===== src/rtl/load_store_unit_if.sv =====
// Core/memory-facing bundle of the load/store unit.
// Request side plus the word-addressed memory port; no latency of its own.
// Handshake is req-in-IDLE / done pulse; the core stalls while busy is high.
interface load_store_unit_if;
  logic        req;
  logic        is_store;
  logic [2:0]  funct3;
  logic [31:0] addr;
  logic [31:0] wdata;
  logic        busy;
  logic        done;
  logic        err;
  logic [31:0] rdata;
  logic [31:0] mem_addr;
  logic [31:0] mem_wd;
  logic        mem_we;
  logic        mem_read;
  logic [31:0] mem_rd;

  modport slave (
    input  req, is_store, funct3, addr, wdata, mem_rd,
    output busy, done, err, rdata, mem_addr, mem_wd, mem_we, mem_read
  );

  modport master (
    output req, is_store, funct3, addr, wdata, mem_rd,
    input  busy, done, err, rdata, mem_addr, mem_wd, mem_we, mem_read
  );
endinterface


===== src/rtl/load_store_unit.sv =====
// Sequential load/store unit: byte address -> word index, RMW sub-word stores, load extension.
// Latency req->done: load/SW 3 cycles, SB/SH 4 cycles, rejected access 2 cycles.
// No queueing: req is only sampled in IDLE, requests while busy are dropped.
module load_store_unit #(
  parameter int MEM_WORDS = 65
) (
  input logic               clk,
  input logic               rst_n,
  load_store_unit_if.slave  bus
);

  typedef enum logic [2:0] {S_IDLE, S_CHECK, S_READ, S_WRITE, S_DONE} state_t;

  localparam logic [2:0] F3_B  = 3'b000;
  localparam logic [2:0] F3_H  = 3'b001;
  localparam logic [2:0] F3_W  = 3'b010;
  localparam logic [2:0] F3_BU = 3'b100;
  localparam logic [2:0] F3_HU = 3'b101;

  state_t      state_q, state_d;
  logic        is_store_q, is_store_d;
  logic [2:0]  funct3_q, funct3_d;
  logic [31:0] addr_q, addr_d;
  logic [31:0] wdata_q, wdata_d;
  logic [31:0] word_q, word_d;
  logic [31:0] rdata_q, rdata_d;
  logic        err_q, err_d;

  logic        illegal, misaligned, out_of_range, reject;
  logic [7:0]  byte_v;
  logic [15:0] half_v;
  logic [31:0] load_ext;
  logic [31:0] merged;
  logic [31:0] mem_addr_c, mem_wd_c;
  logic        mem_we_c, mem_read_c;

  // Rejection decode on the latched request; sub-word stores share the load size codes.
  always_comb begin
    illegal      = (funct3_q == 3'b011) || (funct3_q == 3'b110) || (funct3_q == 3'b111) ||
                   (is_store_q && funct3_q[2]);
    misaligned   = ((funct3_q[1:0] == 2'b01) && addr_q[0]) ||
                   ((funct3_q == F3_W) && (addr_q[1:0] != 2'b00));
    out_of_range = (addr_q >> 2) >= 32'(MEM_WORDS);
    reject       = illegal || misaligned || out_of_range;
  end

  // Lane selection and extension of the word arriving from memory during READ.
  always_comb begin
    byte_v   = 8'h00;
    half_v   = addr_q[1] ? bus.mem_rd[31:16] : bus.mem_rd[15:0];
    load_ext = bus.mem_rd;
    case (addr_q[1:0])
      2'd0:    byte_v = bus.mem_rd[7:0];
      2'd1:    byte_v = bus.mem_rd[15:8];
      2'd2:    byte_v = bus.mem_rd[23:16];
      default: byte_v = bus.mem_rd[31:24];
    endcase
    case (funct3_q)
      F3_B:    load_ext = {{24{byte_v[7]}}, byte_v};
      F3_BU:   load_ext = {24'h0, byte_v};
      F3_H:    load_ext = {{16{half_v[15]}}, half_v};
      F3_HU:   load_ext = {16'h0, half_v};
      default: load_ext = bus.mem_rd;
    endcase
  end

  // Read-modify-write merge: replace only the addressed lane(s) of the captured word.
  always_comb begin
    merged = word_q;
    if (funct3_q[1:0] == 2'b00) begin
      merged[{addr_q[1:0], 3'b000} +: 8] = wdata_q[7:0];
    end else begin
      merged[{addr_q[1], 4'b0000} +: 16] = wdata_q[15:0];
    end
  end

  // Next-state, request latching and memory-port decode.
  always_comb begin
    state_d    = state_q;
    is_store_d = is_store_q;
    funct3_d   = funct3_q;
    addr_d     = addr_q;
    wdata_d    = wdata_q;
    word_d     = word_q;
    rdata_d    = rdata_q;
    err_d      = err_q;
    mem_addr_c = 32'h0;
    mem_wd_c   = 32'h0;
    mem_we_c   = 1'b0;
    mem_read_c = 1'b0;
    case (state_q)
      S_IDLE: begin
        if (bus.req) begin
          state_d    = S_CHECK;
          is_store_d = bus.is_store;
          funct3_d   = bus.funct3;
          addr_d     = bus.addr;
          wdata_d    = bus.wdata;
          err_d      = 1'b0;
        end
      end
      S_CHECK: begin
        if (reject) begin
          err_d   = 1'b1;
          state_d = S_DONE;
        end else if (!is_store_q || (funct3_q != F3_W)) begin
          state_d = S_READ;
        end else begin
          state_d = S_WRITE;
        end
      end
      S_READ: begin
        mem_read_c = 1'b1;
        mem_addr_c = addr_q >> 2;
        word_d     = bus.mem_rd;
        if (is_store_q) begin
          state_d = S_WRITE;
        end else begin
          rdata_d = load_ext;
          state_d = S_DONE;
        end
      end
      S_WRITE: begin
        mem_we_c   = 1'b1;
        mem_addr_c = addr_q >> 2;
        mem_wd_c   = (funct3_q == F3_W) ? wdata_q : merged;
        state_d    = S_DONE;
      end
      S_DONE: begin
        state_d = S_IDLE;
      end
      default: begin
        state_d = S_IDLE;
      end
    endcase
  end

  // State and request registers; async reset clears everything so mem_we drops at once.
  always_ff @(posedge clk or negedge rst_n) begin
    if (!rst_n) begin
      state_q    <= S_IDLE;
      is_store_q <= 1'b0;
      funct3_q   <= 3'b000;
      addr_q     <= 32'h0;
      wdata_q    <= 32'h0;
      word_q     <= 32'h0;
      rdata_q    <= 32'h0;
      err_q      <= 1'b0;
    end else begin
      state_q    <= state_d;
      is_store_q <= is_store_d;
      funct3_q   <= funct3_d;
      addr_q     <= addr_d;
      wdata_q    <= wdata_d;
      word_q     <= word_d;
      rdata_q    <= rdata_d;
      err_q      <= err_d;
    end
  end

  assign bus.busy     = (state_q != S_IDLE);
  assign bus.done     = (state_q == S_DONE);
  assign bus.err      = (state_q == S_DONE) && err_q;
  assign bus.rdata    = rdata_q;
  assign bus.mem_addr = mem_addr_c;
  assign bus.mem_wd   = mem_wd_c;
  assign bus.mem_we   = mem_we_c;
  assign bus.mem_read = mem_read_c;

endmodule


===== src/flat_wrapper.sv =====
// flat-port wrapper written by rule: the top's interface ports become plain ports
module load_store_unit_flat 
#(
  parameter int MEM_WORDS = 65
)
  (clk, rst_n, bus_req, bus_is_store, bus_funct3, bus_addr, bus_wdata, bus_mem_rd, bus_busy, bus_done, bus_err, bus_rdata, bus_mem_addr, bus_mem_wd, bus_mem_we, bus_mem_read);
  load_store_unit_if bus_i ();
  input logic clk;
  input logic rst_n;
  input wire logic [$bits(bus_i.req)-1:0] bus_req;
  input wire logic [$bits(bus_i.is_store)-1:0] bus_is_store;
  input wire logic [$bits(bus_i.funct3)-1:0] bus_funct3;
  input wire logic [$bits(bus_i.addr)-1:0] bus_addr;
  input wire logic [$bits(bus_i.wdata)-1:0] bus_wdata;
  input wire logic [$bits(bus_i.mem_rd)-1:0] bus_mem_rd;
  output wire logic [$bits(bus_i.busy)-1:0] bus_busy;
  output wire logic [$bits(bus_i.done)-1:0] bus_done;
  output wire logic [$bits(bus_i.err)-1:0] bus_err;
  output wire logic [$bits(bus_i.rdata)-1:0] bus_rdata;
  output wire logic [$bits(bus_i.mem_addr)-1:0] bus_mem_addr;
  output wire logic [$bits(bus_i.mem_wd)-1:0] bus_mem_wd;
  output wire logic [$bits(bus_i.mem_we)-1:0] bus_mem_we;
  output wire logic [$bits(bus_i.mem_read)-1:0] bus_mem_read;
  assign bus_i.req = bus_req;
  assign bus_i.is_store = bus_is_store;
  assign bus_i.funct3 = bus_funct3;
  assign bus_i.addr = bus_addr;
  assign bus_i.wdata = bus_wdata;
  assign bus_i.mem_rd = bus_mem_rd;
  assign bus_busy = bus_i.busy;
  assign bus_done = bus_i.done;
  assign bus_err = bus_i.err;
  assign bus_rdata = bus_i.rdata;
  assign bus_mem_addr = bus_i.mem_addr;
  assign bus_mem_wd = bus_i.mem_wd;
  assign bus_mem_we = bus_i.mem_we;
  assign bus_mem_read = bus_i.mem_read;
  load_store_unit #(.MEM_WORDS(MEM_WORDS)) u_core (.clk(clk), .rst_n(rst_n), .bus(bus_i));
endmodule

===== config.mk =====
export PLATFORM = sky130hd
export DESIGN_NAME = load_store_unit_flat
export DESIGN_NICKNAME = d
export VERILOG_FILES = /design/src/rtl/load_store_unit_if.sv /design/src/rtl/load_store_unit.sv /design/src/flat_wrapper.sv
export SDC_FILE = /design/constraint.sdc
export NUM_CORES = 1
export LEC_CHECK = 0
export ABC_CLOCK_PERIOD_IN_PS = 3300
export CAP_MARGIN = 25
export CORE_MARGIN = 2
export CORE_UTILIZATION = 45
export CTS_CLUSTER_DIAMETER = 150
export DETAILED_ROUTE_END_ITERATION = 8
export PLACE_DENSITY = 0.76
export SYNTH_ARGS = -nofsm -noshare
export SYNTH_HDL_FRONTEND = slang
export SYNTH_SLANG_ARGS = --single-unit

===== constraint.sdc =====
create_clock -name clk -period 3.3 [get_ports clk]
set_clock_uncertainty 0.15 [all_clocks]
set_input_delay 0.66 -clock clk [delete_from_list [all_inputs] [get_ports clk]]
set_output_delay 0.66 -clock clk [all_outputs]
set_load 0.01 [all_outputs]

==> results of run 1 <==
-- area by class of cell --
type	instances	area (um2)	share of cell area, %
clock buffers	21	460	4.54
repair buffers	246	2360	23.3
multi-input cells	475	3400	33.6
well taps	188	235	2.32
flip-flops and latches	136	3410	33.6
clock inverters	11	171	1.69
inverters	23	91.3	0.902
-- logic make-up (layout without fill, tap and decap cells) --
kind of cell / Yosys count / count (layout) / share of synthesized area [%]
AOI/OAI and AO/OA: 209 / 209 / 18.8
adders and majority gates: 6 / 6 / 1.07
buffers and inverters: 70 / 301 / 4.18
DFF: 136 / 136 / 48.6
muxes: 99 / 99 / 15.9
other: 1 / 2 / 0.0536
and+or+nand+nor: 159 / 159 / 11.3
-- worst min path at each step --
stage | from | to | slack [ns]
2_1_floorplan | rst_n | u_core.addr_q[0]$_DFFE_PN0P_ | 0.21
3_3_place_gp | u_core.wdata_q[20]$_DFFE_PN0P_ | u_core.wdata_q[20]$_DFFE_PN0P_ | 0.32
3_5_place_dp | u_core.wdata_q[18]$_DFFE_PN0P_ | u_core.wdata_q[18]$_DFFE_PN0P_ | 0.32
4_1_cts | rst_n | u_core.bus.rdata[18]$_DFFE_PN0P_ | 0.06
5_1_grt | rst_n | u_core.bus.rdata[19]$_DFFE_PN0P_ | 0.08
6_report | rst_n | u_core.bus.rdata[20]$_DFFE_PN0P_ | 0.06
-- critical path: stages (launching register included) --
cell	delay (ns)
dfrtp_1	0.42
buf_6	0.16
ha_1	0.16
or3b_4	0.40
nor3_4	0.21
buf_4	0.17
buf_4	0.10
nand2_1	0.07
a31oi_1	0.26
buf_2	0.18
-- cells in the mapped netlist (8+ instances only) --
master,n
dfrtp_1,136
a21oi_1,61
mux2_1,60
nand2_1,50
nor2_1,41
o21ai_1,40
mux2_2,37
and2_1,32
clkbuf_1,25
o21ai_0,24
a221oi_1,20
inv_1,20
buf_2,18
a22oi_1,16
a21o_1,8
a31oi_1,8
-- power groups by stage --
stage | sequential [uW] | clock, uW | combinational [uW]
after floorplan | 2040 | 0 | 810
final | 2120 | 2030 | 1470
after global routing | 2140 | 2130 | 1590
after global placement | 2130 | 0 | 1270
after detailed placement | 2140 | 0 | 1290
after CTS | 2110 | 2050 | 1360
-- per-layer routing --
metal	vias to the layer above	wire length, um	GRT usage [%]	part of all wire [%]
met1	3214	9570	36.1	41
met3	55	1920	7.28	8.2
met5	-	0	0	0
met2	327	11400	47.1	48
li1	2901	-	-	-
met4	0	621	10.0	2.6
-- what timing repair did --
action / CTS / global route
pin swaps: 1 / 3
hold buffers: 0 / 0
setup endpoints to repair: 32 / 27
gates resized for setup: 39 / 41
setup buffers: 9 / 6
-- flip-flops by register name, summed over array words and instances (netlist names) --
register / flops
u_core.word_q: 32
u_core.funct3_q: 3
u_core.wdata_q: 32
u_core.is_store_q: 1
u_core.bus.rdata: 32
u_core.addr_q: 32
u_core.err_q: 1
u_core.state_q: 3
-- stage by stage --
stage	cell area (um2)	worst slack [ns]
detailed placement	9290	0.0809
global route	10100	-0.00192
CTS	9990	-0.0568
global placement	9290	0.230
floorplan	7000	0.339
finish	10100	-0.0453
==> reports/results.txt, run 1 <==
Max Freq -> 299 MHz
Sum of negative setup slack -> -0.0453 ns
Final Hold Viols -> 0
Synth cell types -> 50
Synth top area cells -> dfrtp_1 (49%), mux2_1 (9.7%), mux2_2 (6.0%), a21oi_1 (4.4%), and2_1 (2.9%)
Crit path launch type -> flop
Main flop type after synthesis -> dfrtp_1
Via count -> 6497
Reg2reg setup slack -> 0.98 ns
Min setup slack post-route -> -0.0453 ns
Routed len/inst -> 21.3 um
Synth area leader -> dfrtp_1
Number of global-route vias before repair -> 6609
Grt total ovfl -> 0
First-pass GRT wire length -> 36100 um
Reg power frac -> 37.8%
Synthesized flop and latch total -> 136
VDD IR max -> 449 uV
Mapped Cells -> 680
Sequential element share of the synthesized area -> 48.6%
Critical path class -> reg2out
N_diodes -> 0
Fin cells -> 1100
Die ar. -> 0.0166 mm2
Most frequent cells in the layout -> clkdlybuf4s50_1 (168), dfrtp_1 (134), a21oi_1 (61)
Cell Rows -> 45
Die W -> 129 um
CTS Buffer Depth -> 2
Synth Warn # -> 0
Power Dens Cells -> 555 mW/mm2
Layout Nets -> 1008
Final hold slack -> 0.0559 ns
Avg Cell Area, Syn -> 10.3 um2
Initial drt markers -> 561
Share of post-route cells with drive strength above 1 -> 16.2%
Critical path arrival -> 2.54 ns
Slew HR -> 60.5%
CTS tree -> done
Port-buffer cells -> 201
Status -> finished with violations
Detailed-route DRC error count -> 0
Failing checks -> setup timing
Post-route ant nets -> 0
Ys async rst share -> 100%
R2R Path End -> u_core.bus.rdata[3]$_DFFE_PN0P_
Root cell of the clock tree -> clkbuf_16
Clock transition at path regs -> 0.06 ns
Gate power share -> 26.1%
Path depth of the worst reg2reg path -> 6
MaxCap Viol Count -> 0
Worst Setup End Kind -> primary output
Fillers -> 1141
CP required -> 2.49 ns
Core footprint -> 0.0152 mm2
Worst-Skew Late Latency -> 0.42 ns
Placed Instances -> 1052
IO Pins -> 204
P_leak -> 0.00448 uW
Critical Path Source -> u_core.addr_q[0]$_DFFE_PN0P_
Internal power -> 3860 uW
Drt first pass iters -> 5
Gr usage total -> 28.3%
Post-DR vias/cell -> 5.91
Switch Pwr -> 1760 uW
Pin count of the biggest net entering global routing -> 62
Number of synthesized flops with an enable pin -> 0
Final Slew Violations -> 0
Placer Congestion -> 0.906
Worst setup endpoint -> bus_mem_wd[13]
Power, Total -> 5620 uW
Final period util -> 101%
Area growth syn-to-layout -> 44.8%
Sw Ratio -> 31.2%
Initial antenna violation count -> 0
CTS buffer count -> 17
Synth Cell Area -> 0.00700 mm2
Die Span Y -> 129 um
Hold Path Class -> in2async
Commonest non-fill, non-tap cell in the layout -> clkdlybuf4s50_1
Final Setup Violations -> 1
Total clock sinks -> 136
Worst-margin pin slew -> 0.592 ns
Clock share of power -> 36.1%
Share of the synthesized area in the top cell type -> 48.6%
Fin util -> 66.6%
Worst flop-to-flop path startpoint -> u_core.state_q[2]$_DFFE_PN0P_
Starting Density -> 46.0%
# H-tree levels -> 4
Min Tclk post-route -> 3.35 ns
WL final -> 23500 um
DP HPWL -> 16500 um
Crit path max fanout -> 7
Note: power is estimated with default switching activity, not from simulation.
==> run 2: changes to the inputs <==
Settings changed: ABC_CLOCK_PERIOD_IN_PS 3300 to 4000, SETUP_SLACK_MARGIN from default to 0.05.
Clock period 3.3 ns to 4 ns, I/O delays scaled along.
==> reports/results.txt, run 2 (synthesis results as in run 1) <==
Port-buffer cells -> 201 (unchanged)
Placed Instances -> 1041 (was 1052)
Commonest non-fill, non-tap cell in the layout -> clkdlybuf4s50_1 (unchanged)
Slew HR -> 35.2% (was 60.5%)
Path depth of the worst reg2reg path -> 5 (was 6)
GR peak layer -> met2 (unchanged)
Worst-margin pin slew -> 0.972 ns (was 0.592 ns)
Starting Density -> 46.0% (unchanged)
IO Pins -> 204 (unchanged)
R2R Path End -> u_core.bus.rdata[1]$_DFFE_PN0P_ (was u_core.bus.rdata[3]$_DFFE_PN0P_)
Hold Path Class -> in2async (unchanged)
Routed len/inst -> 20.8 um (was 21.3 um)
Min Tclk post-route -> 3.83 ns
Share of post-route cells with drive strength above 1 -> 11.8% (was 16.2%)
Unrepaired setup endpoints after global routing -> true
Number of global-route vias before repair -> 6259 (was 6609)
Via count -> 6290 (was 6497)
Placer Congestion -> 0.973 (was 0.906)
Worst Setup End Kind -> primary output (unchanged)
Crit path max fanout -> 9 (was 7)
Critical path class -> reg2out (unchanged)
Max Freq -> 261 MHz
Die W -> 129 um (unchanged)
Area growth syn-to-layout -> 40.4% (was 44.8%)
CP required -> 3.05 ns (was 2.49 ns)
Cts hold-fix bufs -> 0 (unchanged)
CTS buffer count -> 17 (unchanged)
First-pass GRT wire length -> 34600 um (was 36100 um)
N_diodes -> 0 (unchanged)
Post-route ant nets -> 0 (unchanged)
Power Dens Cells -> 443 mW/mm2 (was 555 mW/mm2)
Layout Nets -> 981 (was 1008)
Post-DR vias/cell -> 5.86 (was 5.91)
Root cell of the clock tree -> clkbuf_16 (unchanged)
GRT met3 Usage -> 7.61% (was 7.28%)
Reg2reg setup slack -> 1.39 ns (was 0.98 ns)
CTS Buffer Depth -> 2 (unchanged)
Pin count of the biggest net entering global routing -> 76 (was 62)
Worst flop-to-flop path startpoint -> u_core.state_q[2]$_DFFE_PN0P_ (unchanged)
Fin util -> 64.6% (was 66.6%)
Initial drt markers -> 534 (was 561)
Core footprint -> 0.0152 mm2 (unchanged)
Initial antenna violation count -> 0 (unchanged)
Detailed-route DRC error count -> 0 (unchanged)
Final Slew Violations -> 0 (unchanged)
Die Span Y -> 129 um (unchanged)
Most frequent cells in the layout -> clkdlybuf4s50_1 (199), dfrtp_1 (135), a21oi_1 (60), mux2_1 (60), nand2_1 (48) (was clkdlybuf4s50_1 (168), dfrtp_1 (134), a21oi_1 (61))
Final Setup Violations -> 0 (was 1)
Status -> completed (was finished with violations)
WL final -> 22400 um (was 23500 um)
Grt total ovfl -> 0 (unchanged)
Fin cells -> 1073 (was 1100)
GRT met1 Usage -> 36.1% (about the same)
Total clock sinks -> 136 (unchanged)
# H-tree levels -> 4 (unchanged)
VDD IR max -> 328 uV (was 449 uV)
Crit path launch type -> flop (unchanged)
Final Hold Viols -> 0 (unchanged)
Final period util -> 95.7%
Worst-Skew Late Latency -> 0.43 ns (was 0.42 ns)
P_leak -> 0.00411 uW (was 0.00448 uW)
Gr usage total -> 27.4% (was 28.3%)
MaxCap Viol Count -> 0 (unchanged)
CTS tree -> done (unchanged)
Die ar. -> 0.0166 mm2 (unchanged)
Clock transition at path regs -> 0.06 ns (about the same)
Cell Rows -> 45 (unchanged)
Critical path arrival -> 2.88 ns (was 2.54 ns)
Met2 Use GR -> 43.3% (was 47.1%)
Drt first pass iters -> 6 (was 5)
Sum of negative setup slack -> 0 ns (was -0.0453 ns)
DP HPWL -> 16200 um (was 16500 um)
Final hold slack -> 0.250 ns (was 0.0559 ns)
[run 2: timing repair]
item,in CTS,in global routing
endpoints found under the hold margin,0,0
setup buffers,0,0
endpoints found under the setup margin,3,31
resized for setup,2,9
pin swaps,0,1
[run 2: metrics by stage]
stage / cell area, um2 / setup WS [ns] / power [uW]
floorplan: 7000 / 0.899 / 2350
global placement: 9200 / 0.526 / 2770
detailed placement: 9220 / 0.460 / 2800
CTS: 9800 / 0.0653 / 4340
global route: 9820 / 0.0317 / 4540
finish: 9820 / 0.171 / 4350
[run 2: where the power goes]
group | internal (uW) | leakage [uW] | total, uW | switching, uW
registers | 1560 | 0.00168 | 1760 | 196
clock network | 927 | 0.000275 | 1540 | 610
logic | 456 | 0.00215 | 1060 | 600
[run 2: layer usage]
metal	vias to the layer above	part of all wire, %
li1	2845	-
met1	3081	43
met2	308	46
met3	56	8.3
met4	0	3.1
met5	-	0
[run 2: critical path: stages (launching register included)]
cell and delay, ns:
dfrtp_1 0.40, inv_1 0.19, ha_1 0.20, or3b_4 0.43
nor3_4 0.35, nand2_1 0.09, a31oi_1 0.21, clkdlybuf4s50_1 0.57
[run 2: worst max-delay path by stage]
stage                            startpoint              to  slack [ns]  cells after the start
2_1_floorplan  u_core.addr_q[1]$_DFFE_PN0P_  bus_mem_wd[10]        0.90                      9
3_3_place_gp   u_core.addr_q[0]$_DFFE_PN0P_  bus_mem_wd[31]        0.53                      8
3_5_place_dp   u_core.addr_q[0]$_DFFE_PN0P_  bus_mem_wd[31]        0.46                      8
4_1_cts        u_core.addr_q[0]$_DFFE_PN0P_  bus_mem_wd[31]        0.07                      8
5_1_grt        u_core.addr_q[1]$_DFFE_PN0P_   bus_mem_wd[8]        0.03                      7
6_report       u_core.addr_q[1]$_DFFE_PN0P_  bus_mem_wd[12]        0.17                      7
[run 2: final cells by class]
cell class / count / area, um2
clock buffer: 19 / 443
clock inverter: 13 / 129
fill: 1220 / 5380
inverter: 23 / 86.3
multi-input combinational: 475 / 3340
sequential: 136 / 3400
tap: 188 / 235
timing repair buffer: 219 / 2190
